File: config.mk
export PLATFORM = sky130hd
export DESIGN_NAME = mac_unit_parallel_stream_flat
export DESIGN_NICKNAME = d
export VERILOG_FILES = /design/src/rtl/mac_unit_parallel_stream_if.sv /design/src/rtl/mac_unit_parallel_stream.sv /design/src/flat_wrapper.sv
export SDC_FILE = /design/constraint.sdc
export NUM_CORES = 2
export LEC_CHECK = 0
export CAP_MARGIN = 5
export CORE_MARGIN = 10
export CORE_UTILIZATION = 45
export DETAILED_ROUTE_END_ITERATION = 8
export PLACE_DENSITY = 0.74
export SETUP_SLACK_MARGIN = 0.5
export SYNTH_ARGS = -nofsm -noshare
export SYNTH_HDL_FRONTEND = slang
export SYNTH_SLANG_ARGS = --single-unit
File: constraint.sdc
create_clock -name clk -period 12.4 [get_ports clk]
set_input_delay 2.48 -clock clk [delete_from_list [all_inputs] [get_ports clk]]
set_output_delay 2.48 -clock clk [all_outputs]
set_load 0.05 [all_outputs]
File: src/rtl/mac_unit_parallel_stream_if.sv
// Stream bundle between the operand buffers, the dot-product MAC and the writeback stage.
// The master modport is the producer/consumer side and the slave modport is the MAC.
interface mac_unit_parallel_stream_if #(
    parameter int DATA_WIDTH   = 8,
    parameter int VEC_LENGTH   = 16,
    parameter int ACC_WIDTH    = 32,
    parameter int RESULT_WIDTH = 16,
    parameter int SHIFT_WIDTH  = 5
);
    logic                               in_valid;
    logic                               in_ready;
    logic                               in_first;
    logic                               in_last;
    logic                               act_signed;
    logic [VEC_LENGTH*DATA_WIDTH-1:0]   act_in;
    logic [VEC_LENGTH*DATA_WIDTH-1:0]   w_in;
    logic signed [ACC_WIDTH-1:0]        accum_prev;
    logic [SHIFT_WIDTH-1:0]             out_shift;
    logic                               out_valid;
    logic                               out_ready;
    logic signed [RESULT_WIDTH-1:0]     result;
    logic signed [ACC_WIDTH-1:0]        acc_out;
    logic                               acc_sat;

    modport master (
        output in_valid, in_first, in_last, act_signed, act_in, w_in, accum_prev, out_shift,
        output out_ready,
        input  in_ready, out_valid, result, acc_out, acc_sat
    );

    modport slave (
        input  in_valid, in_first, in_last, act_signed, act_in, w_in, accum_prev, out_shift,
        input  out_ready,
        output in_ready, out_valid, result, acc_out, acc_sat
    );
endinterface

File: src/rtl/mac_unit_parallel_stream.sv
// Streaming VEC_LENGTH-lane dot-product MAC: product stage, registered adder tree,
// saturating group accumulator and a rounded, shifted, saturated result register.
module mac_unit_parallel_stream #(
    parameter int DATA_WIDTH   = 8,
    parameter int VEC_LENGTH   = 16,
    parameter int ACC_WIDTH    = 32,
    parameter int RESULT_WIDTH = 16,
    parameter int SHIFT_WIDTH  = 5
) (
    input  logic                          clk,
    input  logic                          reset,
    mac_unit_parallel_stream_if.slave     bus
);
    localparam int LOG2   = $clog2(VEC_LENGTH);
    localparam int PROD_W = 2 * DATA_WIDTH + 1;
    localparam int SUM_W  = PROD_W + LOG2;

    localparam logic signed [ACC_WIDTH-1:0] ACC_MAX = {1'b0, {(ACC_WIDTH-1){1'b1}}};
    localparam logic signed [ACC_WIDTH-1:0] ACC_MIN = {1'b1, {(ACC_WIDTH-1){1'b0}}};
    localparam logic signed [ACC_WIDTH:0]   RES_MAX = {{(ACC_WIDTH+2-RESULT_WIDTH){1'b0}}, {(RESULT_WIDTH-1){1'b1}}};
    localparam logic signed [ACC_WIDTH:0]   RES_MIN = {{(ACC_WIDTH+2-RESULT_WIDTH){1'b1}}, {(RESULT_WIDTH-1){1'b0}}};
    localparam logic [SHIFT_WIDTH-1:0]      SHIFT_ONE = {{(SHIFT_WIDTH-1){1'b0}}, 1'b1};
    localparam logic signed [ACC_WIDTH:0]   WIDE_ONE  = {{ACC_WIDTH{1'b0}}, 1'b1};

    function automatic logic signed [PROD_W-1:0] ext_act(input logic [DATA_WIDTH-1:0] a,
                                                         input logic sgn);
        return {{(PROD_W-DATA_WIDTH){sgn & a[DATA_WIDTH-1]}}, a};
    endfunction

    function automatic logic signed [PROD_W-1:0] ext_w(input logic [DATA_WIDTH-1:0] w);
        return {{(PROD_W-DATA_WIDTH){w[DATA_WIDTH-1]}}, w};
    endfunction

    // Two top bits of an ACC_WIDTH+1 sum differ only when it left the accumulator range.
    function automatic logic signed [ACC_WIDTH-1:0] clamp_acc(input logic signed [ACC_WIDTH:0] v);
        if (v[ACC_WIDTH] != v[ACC_WIDTH-1]) begin
            return v[ACC_WIDTH] ? ACC_MIN : ACC_MAX;
        end else begin
            return v[ACC_WIDTH-1:0];
        end
    endfunction

    function automatic logic signed [RESULT_WIDTH-1:0] clamp_res(input logic signed [ACC_WIDTH:0] v);
        if (v > RES_MAX) begin
            return RES_MAX[RESULT_WIDTH-1:0];
        end else if (v < RES_MIN) begin
            return RES_MIN[RESULT_WIDTH-1:0];
        end else begin
            return v[RESULT_WIDTH-1:0];
        end
    endfunction

    logic advance_s;
    logic accept_s;
    logic out_valid_r;

    assign advance_s    = !(out_valid_r && !bus.out_ready);
    assign bus.in_ready = advance_s && !reset;
    assign accept_s     = bus.in_valid && bus.in_ready;

    // ---------------- stage 1: lane products ----------------
    logic signed [PROD_W-1:0]    prod_s   [VEC_LENGTH];
    logic signed [PROD_W-1:0]    s1_prod_r[VEC_LENGTH];
    logic                        s1_valid_r;
    logic                        s1_first_r;
    logic                        s1_last_r;
    logic signed [ACC_WIDTH-1:0] s1_prev_r;
    logic [SHIFT_WIDTH-1:0]      s1_shift_r;

    // Per-lane activation x weight with the activation signedness applied.
    always_comb begin
        for (int i = 0; i < VEC_LENGTH; i++) begin
            prod_s[i] = ext_act(bus.act_in[i*DATA_WIDTH +: DATA_WIDTH], bus.act_signed)
                      * ext_w(bus.w_in[i*DATA_WIDTH +: DATA_WIDTH]);
        end
    end

    // Stage-1 register; a bubble clears only the valid bit.
    always_ff @(posedge clk) begin
        if (reset) begin
            s1_valid_r <= 1'b0;
            s1_first_r <= 1'b0;
            s1_last_r  <= 1'b0;
            s1_prev_r  <= '0;
            s1_shift_r <= '0;
            for (int i = 0; i < VEC_LENGTH; i++) begin
                s1_prod_r[i] <= '0;
            end
        end else if (advance_s) begin
            s1_valid_r <= accept_s;
            if (accept_s) begin
                s1_first_r <= bus.in_first;
                s1_last_r  <= bus.in_last;
                s1_prev_r  <= bus.accum_prev;
                s1_shift_r <= bus.out_shift;
                for (int i = 0; i < VEC_LENGTH; i++) begin
                    s1_prod_r[i] <= prod_s[i];
                end
            end
        end
    end

    // ---------------- stage 2: adder tree ----------------
    // Each level adds adjacent pairs and grows by one bit, so the final sum is exact.
    for (genvar l = 0; l <= LOG2; l++) begin : g_lvl
        logic signed [PROD_W+l-1:0] node_s [VEC_LENGTH >> l];
        if (l == 0) begin : g_leaf
            for (genvar i = 0; i < VEC_LENGTH; i++) begin : g_i
                assign node_s[i] = s1_prod_r[i];
            end
        end else begin : g_add
            for (genvar i = 0; i < (VEC_LENGTH >> l); i++) begin : g_i
                assign node_s[i] = {g_lvl[l-1].node_s[2*i][PROD_W+l-2],   g_lvl[l-1].node_s[2*i]}
                                 + {g_lvl[l-1].node_s[2*i+1][PROD_W+l-2], g_lvl[l-1].node_s[2*i+1]};
            end
        end
    end

    logic signed [SUM_W-1:0]     tree_sum_s;
    logic signed [SUM_W-1:0]     s2_sum_r;
    logic                        s2_valid_r;
    logic                        s2_first_r;
    logic                        s2_last_r;
    logic signed [ACC_WIDTH-1:0] s2_prev_r;
    logic [SHIFT_WIDTH-1:0]      s2_shift_r;

    assign tree_sum_s = g_lvl[LOG2].node_s[0];

    // Stage-2 register follows stage 1 whenever the pipeline advances.
    always_ff @(posedge clk) begin
        if (reset) begin
            s2_valid_r <= 1'b0;
            s2_first_r <= 1'b0;
            s2_last_r  <= 1'b0;
            s2_prev_r  <= '0;
            s2_shift_r <= '0;
            s2_sum_r   <= '0;
        end else if (advance_s) begin
            s2_valid_r <= s1_valid_r;
            s2_first_r <= s1_first_r;
            s2_last_r  <= s1_last_r;
            s2_prev_r  <= s1_prev_r;
            s2_shift_r <= s1_shift_r;
            s2_sum_r   <= tree_sum_s;
        end
    end

    // ---------------- stage 3: accumulate and emit ----------------
    logic signed [ACC_WIDTH-1:0] acc_r;
    logic                        sat_r;
    logic signed [ACC_WIDTH-1:0] base_s;
    logic signed [ACC_WIDTH:0]   acc_sum_s;
    logic                        ovf_s;
    logic signed [ACC_WIDTH-1:0] acc_new_s;
    logic                        sat_new_s;
    logic signed [ACC_WIDTH:0]   round_s;
    logic signed [ACC_WIDTH:0]   rounded_s;
    logic signed [ACC_WIDTH:0]   shifted_s;
    logic signed [RESULT_WIDTH-1:0] res_new_s;
    logic                        step_s;
    logic                        emit_s;

    assign step_s = advance_s && s2_valid_r;
    assign emit_s = step_s && s2_last_r;

    // Next accumulator, sticky flag and the rounded/shifted/clamped result.
    always_comb begin
        base_s    = s2_first_r ? s2_prev_r : acc_r;
        acc_sum_s = {base_s[ACC_WIDTH-1], base_s}
                  + {{(ACC_WIDTH+1-SUM_W){s2_sum_r[SUM_W-1]}}, s2_sum_r};
        ovf_s     = acc_sum_s[ACC_WIDTH] != acc_sum_s[ACC_WIDTH-1];
        acc_new_s = clamp_acc(acc_sum_s);
        sat_new_s = s2_first_r ? ovf_s : (sat_r | ovf_s);
        if (s2_shift_r != '0) begin
            round_s = WIDE_ONE << (s2_shift_r - SHIFT_ONE);
        end else begin
            round_s = '0;
        end
        rounded_s = {acc_new_s[ACC_WIDTH-1], acc_new_s} + round_s;
        shifted_s = rounded_s >>> s2_shift_r;
        res_new_s = clamp_res(shifted_s);
    end

    // Accumulator and sticky saturation flag.
    always_ff @(posedge clk) begin
        if (reset) begin
            acc_r <= '0;
            sat_r <= 1'b0;
        end else if (step_s) begin
            acc_r <= acc_new_s;
            sat_r <= sat_new_s;
        end
    end

    logic signed [RESULT_WIDTH-1:0] result_r;
    logic signed [ACC_WIDTH-1:0]    acc_out_r;
    logic                           acc_sat_r;

    // Result registers; a new emit on a consume edge replaces the old result without a bubble.
    always_ff @(posedge clk) begin
        if (reset) begin
            out_valid_r <= 1'b0;
            result_r    <= '0;
            acc_out_r   <= '0;
            acc_sat_r   <= 1'b0;
        end else if (emit_s) begin
            out_valid_r <= 1'b1;
            result_r    <= res_new_s;
            acc_out_r   <= acc_new_s;
            acc_sat_r   <= sat_new_s;
        end else if (bus.out_ready) begin
            out_valid_r <= 1'b0;
        end
    end

    assign bus.out_valid = out_valid_r;
    assign bus.result    = result_r;
    assign bus.acc_out   = acc_out_r;
    assign bus.acc_sat   = acc_sat_r;
endmodule

File: src/flat_wrapper.sv
// flat-port wrapper written by rule: the top's interface ports become plain ports
module mac_unit_parallel_stream_flat 
#(
    parameter int DATA_WIDTH   = 8,
    parameter int VEC_LENGTH   = 16,
    parameter int ACC_WIDTH    = 32,
    parameter int RESULT_WIDTH = 16,
    parameter int SHIFT_WIDTH  = 5
)
  (clk, reset, bus_in_valid, bus_in_first, bus_in_last, bus_act_signed, bus_act_in, bus_w_in, bus_accum_prev, bus_out_shift, bus_out_ready, bus_in_ready, bus_out_valid, bus_result, bus_acc_out, bus_acc_sat);
  mac_unit_parallel_stream_if #(.DATA_WIDTH(DATA_WIDTH), .VEC_LENGTH(VEC_LENGTH), .ACC_WIDTH(ACC_WIDTH), .RESULT_WIDTH(RESULT_WIDTH), .SHIFT_WIDTH(SHIFT_WIDTH)) bus_i ();
  input  logic clk;
  input  logic reset;
  input wire logic [$bits(bus_i.in_valid)-1:0] bus_in_valid;
  input wire logic [$bits(bus_i.in_first)-1:0] bus_in_first;
  input wire logic [$bits(bus_i.in_last)-1:0] bus_in_last;
  input wire logic [$bits(bus_i.act_signed)-1:0] bus_act_signed;
  input wire logic [$bits(bus_i.act_in)-1:0] bus_act_in;
  input wire logic [$bits(bus_i.w_in)-1:0] bus_w_in;
  input wire logic [$bits(bus_i.accum_prev)-1:0] bus_accum_prev;
  input wire logic [$bits(bus_i.out_shift)-1:0] bus_out_shift;
  input wire logic [$bits(bus_i.out_ready)-1:0] bus_out_ready;
  output wire logic [$bits(bus_i.in_ready)-1:0] bus_in_ready;
  output wire logic [$bits(bus_i.out_valid)-1:0] bus_out_valid;
  output wire logic [$bits(bus_i.result)-1:0] bus_result;
  output wire logic [$bits(bus_i.acc_out)-1:0] bus_acc_out;
  output wire logic [$bits(bus_i.acc_sat)-1:0] bus_acc_sat;
  assign bus_i.in_valid = bus_in_valid;
  assign bus_i.in_first = bus_in_first;
  assign bus_i.in_last = bus_in_last;
  assign bus_i.act_signed = bus_act_signed;
  assign bus_i.act_in = bus_act_in;
  assign bus_i.w_in = bus_w_in;
  assign bus_i.accum_prev = bus_accum_prev;
  assign bus_i.out_shift = bus_out_shift;
  assign bus_i.out_ready = bus_out_ready;
  assign bus_in_ready = bus_i.in_ready;
  assign bus_out_valid = bus_i.out_valid;
  assign bus_result = bus_i.result;
  assign bus_acc_out = bus_i.acc_out;
  assign bus_acc_sat = bus_i.acc_sat;
  mac_unit_parallel_stream #(.DATA_WIDTH(DATA_WIDTH), .VEC_LENGTH(VEC_LENGTH), .ACC_WIDTH(ACC_WIDTH), .RESULT_WIDTH(RESULT_WIDTH), .SHIFT_WIDTH(SHIFT_WIDTH)) u_core (.clk(clk), .reset(reset), .bus(bus_i));
endmodule
---- Yosys cells after proc, flatten, opt, wreduce, memory -nomap -nowiden ----
Memories as Yosys holds them, arrays and structs flattened.
Cells that the tools add are included.
storage, ports and cells
  RAM bits ................................ 272
  memories ................................ 1
  logic and storage cells ................. 133
  input port bits ......................... 300
  output and inout bits ................... 51
  bits in registers ....................... 184
memories
  memory            words  width  rd ports  clocked after memory_dff  write ports  line                            source
  u_core.s1_prod_r  16     17     16        0                         16           mac_unit_parallel_stream.sv:63  logic signed [PROD_W-1:0] s1_prod_r[VEC_LENGTH];
cells by class
  mux-type cells .......................... 31
  $mul .................................... 16
  eq/ne operators ......................... 1
  bitwise logic cells ..................... 34
  reductions and logical operators ........ 11
  magnitude comparators ................... 2
  shifts and indexed selects .............. 2
  $add $sub $neg .......................... 18
operators with widths
  kind                                                                               number
  9-bit by 8-bit multiplier with 17-bit output                                       16
  17-bit 2-to-1 mux                                                                  16
  17-bit by 17-bit adder with 18-bit output                                          8
  32-bit 2-to-1 mux                                                                  3
  18-bit by 18-bit adder with 19-bit output                                          4
  19-bit by 19-bit adder with 20-bit output                                          2
  32-bit by 21-bit adder with 33-bit output                                          1
  33-bit adder                                                                       1
  33-bit by 16-bit greater-than comparator with 1-bit output, second input constant  1
  33-bit by 16-bit less-than comparator with 1-bit output, second input constant     1
  33-bit 2-to-1 mux                                                                  1
  1-bit by 5-bit << shifter with 33-bit output, first input constant                 1
  33-bit by 5-bit >>> shifter with 33-bit output                                     1
  16-bit 2-to-1 mux                                                                  2
  20-bit by 20-bit adder with 21-bit output                                          1
  1-bit OR                                                                           17
  1-bit AND                                                                          16
  1-bit 2-to-1 mux                                                                   9
  1-bit logical AND                                                                  5
  5-bit nonzero test                                                                 1
  5-bit by 1-bit subtractor with 5-bit output, second input constant                 1
  1-bit zero test                                                                    3
  2-bit AND reduction                                                                1
  2-bit nonzero test                                                                 1
  2 further kinds                                                                    2

---- Depth between registers and ports, before layout ----
  depth in word-level cells ............... 10
  mapped depth ............................ 43
  depth with buffers taken out ............ 38

---- Worst setup path after synthesis ----
No wires, ideal clock.
  kind .................................... in2reg
  start point ............................. in bus_out_ready
  end point ............................... mem u_core.s1_prod_r[0][0] in the netlist's numbering, enable pin
  arrival ................................. 9691 ps
  data required time ...................... 11755 ps
  setup slack ............................. 2064 ps
  stages .................................. 6
  buffers on the path ..................... 2
  setup time .............................. 645 ps
  cells stage by stage .................... nor2b_1 -> nor2_1 -> nand2_1 -> clkbuf_1 -> buf_1 -> nand2_1
RTL lines
  item                line                            source
  start: declaration  flat_wrapper.sv:22              input wire logic [$bits(bus_i.out_ready)-1:0] bus_out_ready;
  end: declaration    mac_unit_parallel_stream.sv:63

---- Final worst setup path ----
  start point ............................. reg u_core.s2_first_r
  end point ............................... reg u_core.result_r[0] (netlist: u_core.bus.result[0])
between the ends
  cells in the longest elaborated chain, start to end .. 9
  elaborated cells between the ends (all ways) .. 11
  those cells by class .................... 2 x add/sub; 2 x order compare; 1 x eq/ne; 1 x shift; 5 x mux
ends and longest elaborated chain
  item                                                               line                                                            source
  start: declaration                                                 mac_unit_parallel_stream.sv:122                                 logic s2_first_r;
  start signal: assignment                                           mac_unit_parallel_stream.sv:140                                 s2_first_r <= s1_first_r;
  32-bit 2-to-1 mux (*)                                              mac_unit_parallel_stream.sv:168                                 base_s = s2_first_r ? s2_prev_r : acc_r;
  32-bit by 21-bit adder with 33-bit output (*)                      mac_unit_parallel_stream.sv:170                                 + {{(ACC_WIDTH+1-SUM_W){s2_sum_r[SUM_W-1]}}, s2_sum_r};
  32-bit 2-to-1 mux / 1-bit inequality test (equally long branches)  mac_unit_parallel_stream.sv:37, mac_unit_parallel_stream.sv:36
  32-bit 2-to-1 mux (*)                                              mac_unit_parallel_stream.sv:36                                  if (v[ACC_WIDTH] != v[ACC_WIDTH-1]) begin
  net u_core.acc_new_s[21]                                           mac_unit_parallel_stream.sv:154                                 logic signed [ACC_WIDTH-1:0] acc_new_s;
  33-bit adder (*)                                                   mac_unit_parallel_stream.sv:179                                 rounded_s = {acc_new_s[ACC_WIDTH-1], acc_new_s} + round_s;
  33-bit by 5-bit >>> shifter with 33-bit output (*)                 mac_unit_parallel_stream.sv:180                                 shifted_s = rounded_s >>> s2_shift_r;
  33-bit by 16-bit less-than comparator with 1-bit output            mac_unit_parallel_stream.sv:46                                  end else if (v < RES_MIN) begin
  16-bit 2-to-1 mux                                                  mac_unit_parallel_stream.sv:46
  16-bit 2-to-1 mux (*)                                              mac_unit_parallel_stream.sv:44                                  if (v > RES_MAX) begin
  end signal: assignment                                             mac_unit_parallel_stream.sv:208                                 result_r <= res_new_s;
  end: declaration                                                   mac_unit_parallel_stream.sv:195                                 logic signed [RESULT_WIDTH-1:0] result_r;
The timed path passes the listed nets; every way through them passes the cells marked *.
A chain may end at the register's enable or synchronous reset.

==> out/results.tsv <==
stage	metric	value	unit
run_status	run status	complete, no violations	
min_path	hold path endpoint	u_core.s2_prev_r[9]	
final_layout	commonest cells after routing, fill and taps aside	inv_1 (1575), fa_1 (1226), nand2_1 (683)	
clock_tree	post_cts resized	0	
logic_synthesis	Synth top area share	0.348	
setup_path	Worst Path Required	12.94	ns
setup_path	Crit-path slowest cell	dfxtp_1	
final_layout	layout cells sized above 1	0.0257	
sta	worst-margin pin slew	1.02	ns
setup_path	Worst R2R End	u_core.bus.result[0]	
sta	min cycle time layout	10.80	ns
logic_synthesis	Net Count, Synth	9623	
global_routing	Overflow after GRT	0	
clock_tree	Skew-Pair Late Insertion Delay	0.65	ns
final_layout	commonest non-fill, non-tap cell in the layout	inv_1	
logic_synthesis	synth top area cells	fa_1 (35%), edfxtp_1 (12%), ha_1 (10%), inv_1 (8.4%), and2_1 (5.6%)	
final_layout	final net count	9844	
clock_tree	Max clock buf depth	3	
sta	Worst slew margin	0.320	
sta	final hold violations	0	
placed_design	Placed Cells	9736	
clock_tree	Num CTS Buffers	52	
die	Die ar.	173000	sq um
clock_tree	clk slew on worst S/H paths	0.06	ns
logic_synthesis	sequential area share after synthesis	0.168	
setup_path	CP max FO	23	
clock_tree	postcts setup bufs	0	
setup_path	CP Buf/Inv Count	5	
sta	worst hold slack	0.451	ns
logic_synthesis	Most used DFF post-synth	edfxtp_1	
flow_run	Max-cap violations	0	
setup_path	largest delay contributor family on the critical path	compound AO/OA/AOI/OAI gates	
placed_design	Detailed Place HPWL	156000	microns
die	height of the die	416	microns
die	core box area	156000	sq um
clock_tree	CTS Root Buffer Type	clkbuf_16	
die	Initial Utilization	0.453	
setup_path	R2R cell count	35	
setup_path	r2r setup slk	1.60	ns
die	FP Rows	145	
clock_tree	TritonCTS clock tree	done	
logic_synthesis	Syn Area/Cell	9.40	sq um
logic_synthesis	largest area contributor in the netlist	fa_1	
placed_design	Setup Slack @ Placement	1.79	ns
sta	Final Max Tran Viols	0	
min_path	hold_sp	u_core.s2_prev_r[9]	
sta	Final Cycle Share	0.871	
sta	RSZ-0062 raised after global routing	false	
clock_tree	Hold Buf Count CTS	0	
logic_synthesis	Synth warnings	0	
setup_path	RR Startpoint	u_core.s2_first_r	
global_routing	initial antenna violation count	44	
placed_design	Placer Congestion	0.908	
final_layout	fill cell count	14211	
logic_synthesis	FF+latch count, synth	456	
sta	setup violators final	0	
global_routing	total track usage	0.215	
logic_synthesis	synthesized instance count	7511	
global_routing	vias in the first global route	55967	
final_layout	Layout area overhead	10.5	%
final_layout	FF+latch area	11900	sq um
setup_path	CP arrival	11.34	ns
min_path	Hold Path Stages	2	
min_path	HP Class	reg -> reg	
sta	TNS Setup	0	ns
route	Final ANT Viol Nets	0	
sta	FMAX	92.6	MHz
setup_path	Worst Path Class, Setup	reg -> reg	
route	routed via count	51196	
clock_tree	clk sinks	456	
final_layout	Multi-input gate area	52100	sq um
route	Avg Vias per Cell	5.19	
setup_path	CP Launch Type	flip-flop	
die	die width	416	microns
logic_synthesis	Post-synth ARST share	0	
route	post-DR wirelength/cell	18.7	microns
final_layout	Non-Filler Instances	9870	
placed_design	Port Buffer Count	350	
global_routing	largest net degree at the start of global routing	155	
route	Routed WL	185000	microns
logic_synthesis	Synth cell types	85	
logic_synthesis	EDFF count, synth	272	
setup_path	CP peak stage delay	0.62	ns
sta	Final WS setup	1.60	ns
die	num ports	351	
route	DR pass1 iterations	5	
setup_path	CP Depth	35	
logic_synthesis	Mapped Area	70600	sq um
route	1st-iter DRT viols	3153	
sta	skew final	0.0286	ns
setup_path	CP Capture Type	flip-flop	
global_routing	global-route wire length before repair	300000	microns
clock_tree	htree depth	2	
route	drc violations	0	
## stage by stage
stage / instance area [sq um] / util
2_1_floorplan: 70600 / -
3_3_place_gp: 76100 / 0.488
3_5_place_dp: 76100 / 0.488
4_1_cts: 78000 / 0.500
5_1_grt: 78000 / 0.500
6_report: 78100 / 0.500
## worst register-to-register path, delay by kind of cell (launching register included)
| kind | cells | cell delay (ns) |
|---|---|---|
| flip-flops | 1 | 0.62 |
| XOR/XNOR | 1 | 0.61 |
| adder cells (fa/ha/maj) | 4 | 1.28 |
| buffers and inverters | 5 | 0.73 |
| AND/OR/NAND/NOR | 5 | 1.40 |
| AO/OA/AOI/OAI | 18 | 5.50 |
| multiplexers | 2 | 0.59 |
## logic make-up (layout without fill, tap and decap cells)
family                     Yosys count  in the layout  share of synthesized area
and+or+nand+nor                   2233           2233                      0.157
muxes                               89             89                     0.0152
DFF                                456            456                      0.168
buffers and inverters             1790           2054                     0.0954
adders and majority gates         1812           1812                      0.451
other                                1             38                  0.0000531
xor gates and xnor gates           304            304                     0.0377
AOI/OAI and AO/OA                  826            826                     0.0752
## cells in the mapped netlist (all sizes together), types with 10 or more instances
cell    count
a211o      10
a211oi     74
a21boi     35
a21o       57
a21oi     271
a31oi      14
and2      635
and3       96
buf        31
clkbuf    182
dfxtp     184
edfxtp    272
fa       1226
ha        586
inv      1576
mux2       42
mux2i      37
mux4       10
nand2     685
nand2b    152
nand3      76
nand4      11
nor2      394
nor2b      70
nor3       81
o211ai     11
o21a       21
o21ai     180
o21bai     59
o32ai      16
or3        15
xnor2     269
xor2       35
## state kept, by name, indices dropped and copies added (netlist names), 5 cells and up
name,flops
u_core.s1_prod_r,272
u_core.acc_r,32
u_core.bus.acc_out,32
u_core.s1_prev_r,32
u_core.s2_prev_r,32
u_core.s2_sum_r,21
u_core.bus.result,16
u_core.s1_shift_r,5
u_core.s2_shift_r,5
## worst max path at each step
stage,startpoint,to
after floorplan,bus_out_ready,u_core.s1_prod_r[0][0]
after global placement,u_core.s2_first_r,u_core.bus.result[4]
after detailed placement,u_core.s2_first_r,u_core.bus.result[0]
after CTS,u_core.s2_first_r,u_core.bus.result[0]
after global routing,u_core.s2_first_r,u_core.bus.result[2]
final,u_core.s2_first_r,u_core.bus.result[0]
## layer usage
metal	vias up	part of all wire	GRT usage
met5	-	0.00029	0
met3	385	0.040	0.0207
li1	23798	-	-
met4	8	0.056	0.112
met2	1207	0.51	0.383
met1	25798	0.39	0.257
## area by class of cell
| cell class | count | area share |
|---|---|---|
| Clock inverter | 27 | 0.00354 |
| Tap cell | 2058 | 0.0330 |
| Multi-Input combinational cell | 5265 | 0.667 |
| Antenna cell | 37 | 0.00119 |
| Sequential cell | 456 | 0.152 |
| Inverter | 1577 | 0.0758 |
| Clock buffer | 70 | 0.0197 |
| Timing Repair Buffer | 380 | 0.0479 |
Power is not shown: default switching activity piles up to over one toggle a cycle in this logic, so the estimate is an artifact.
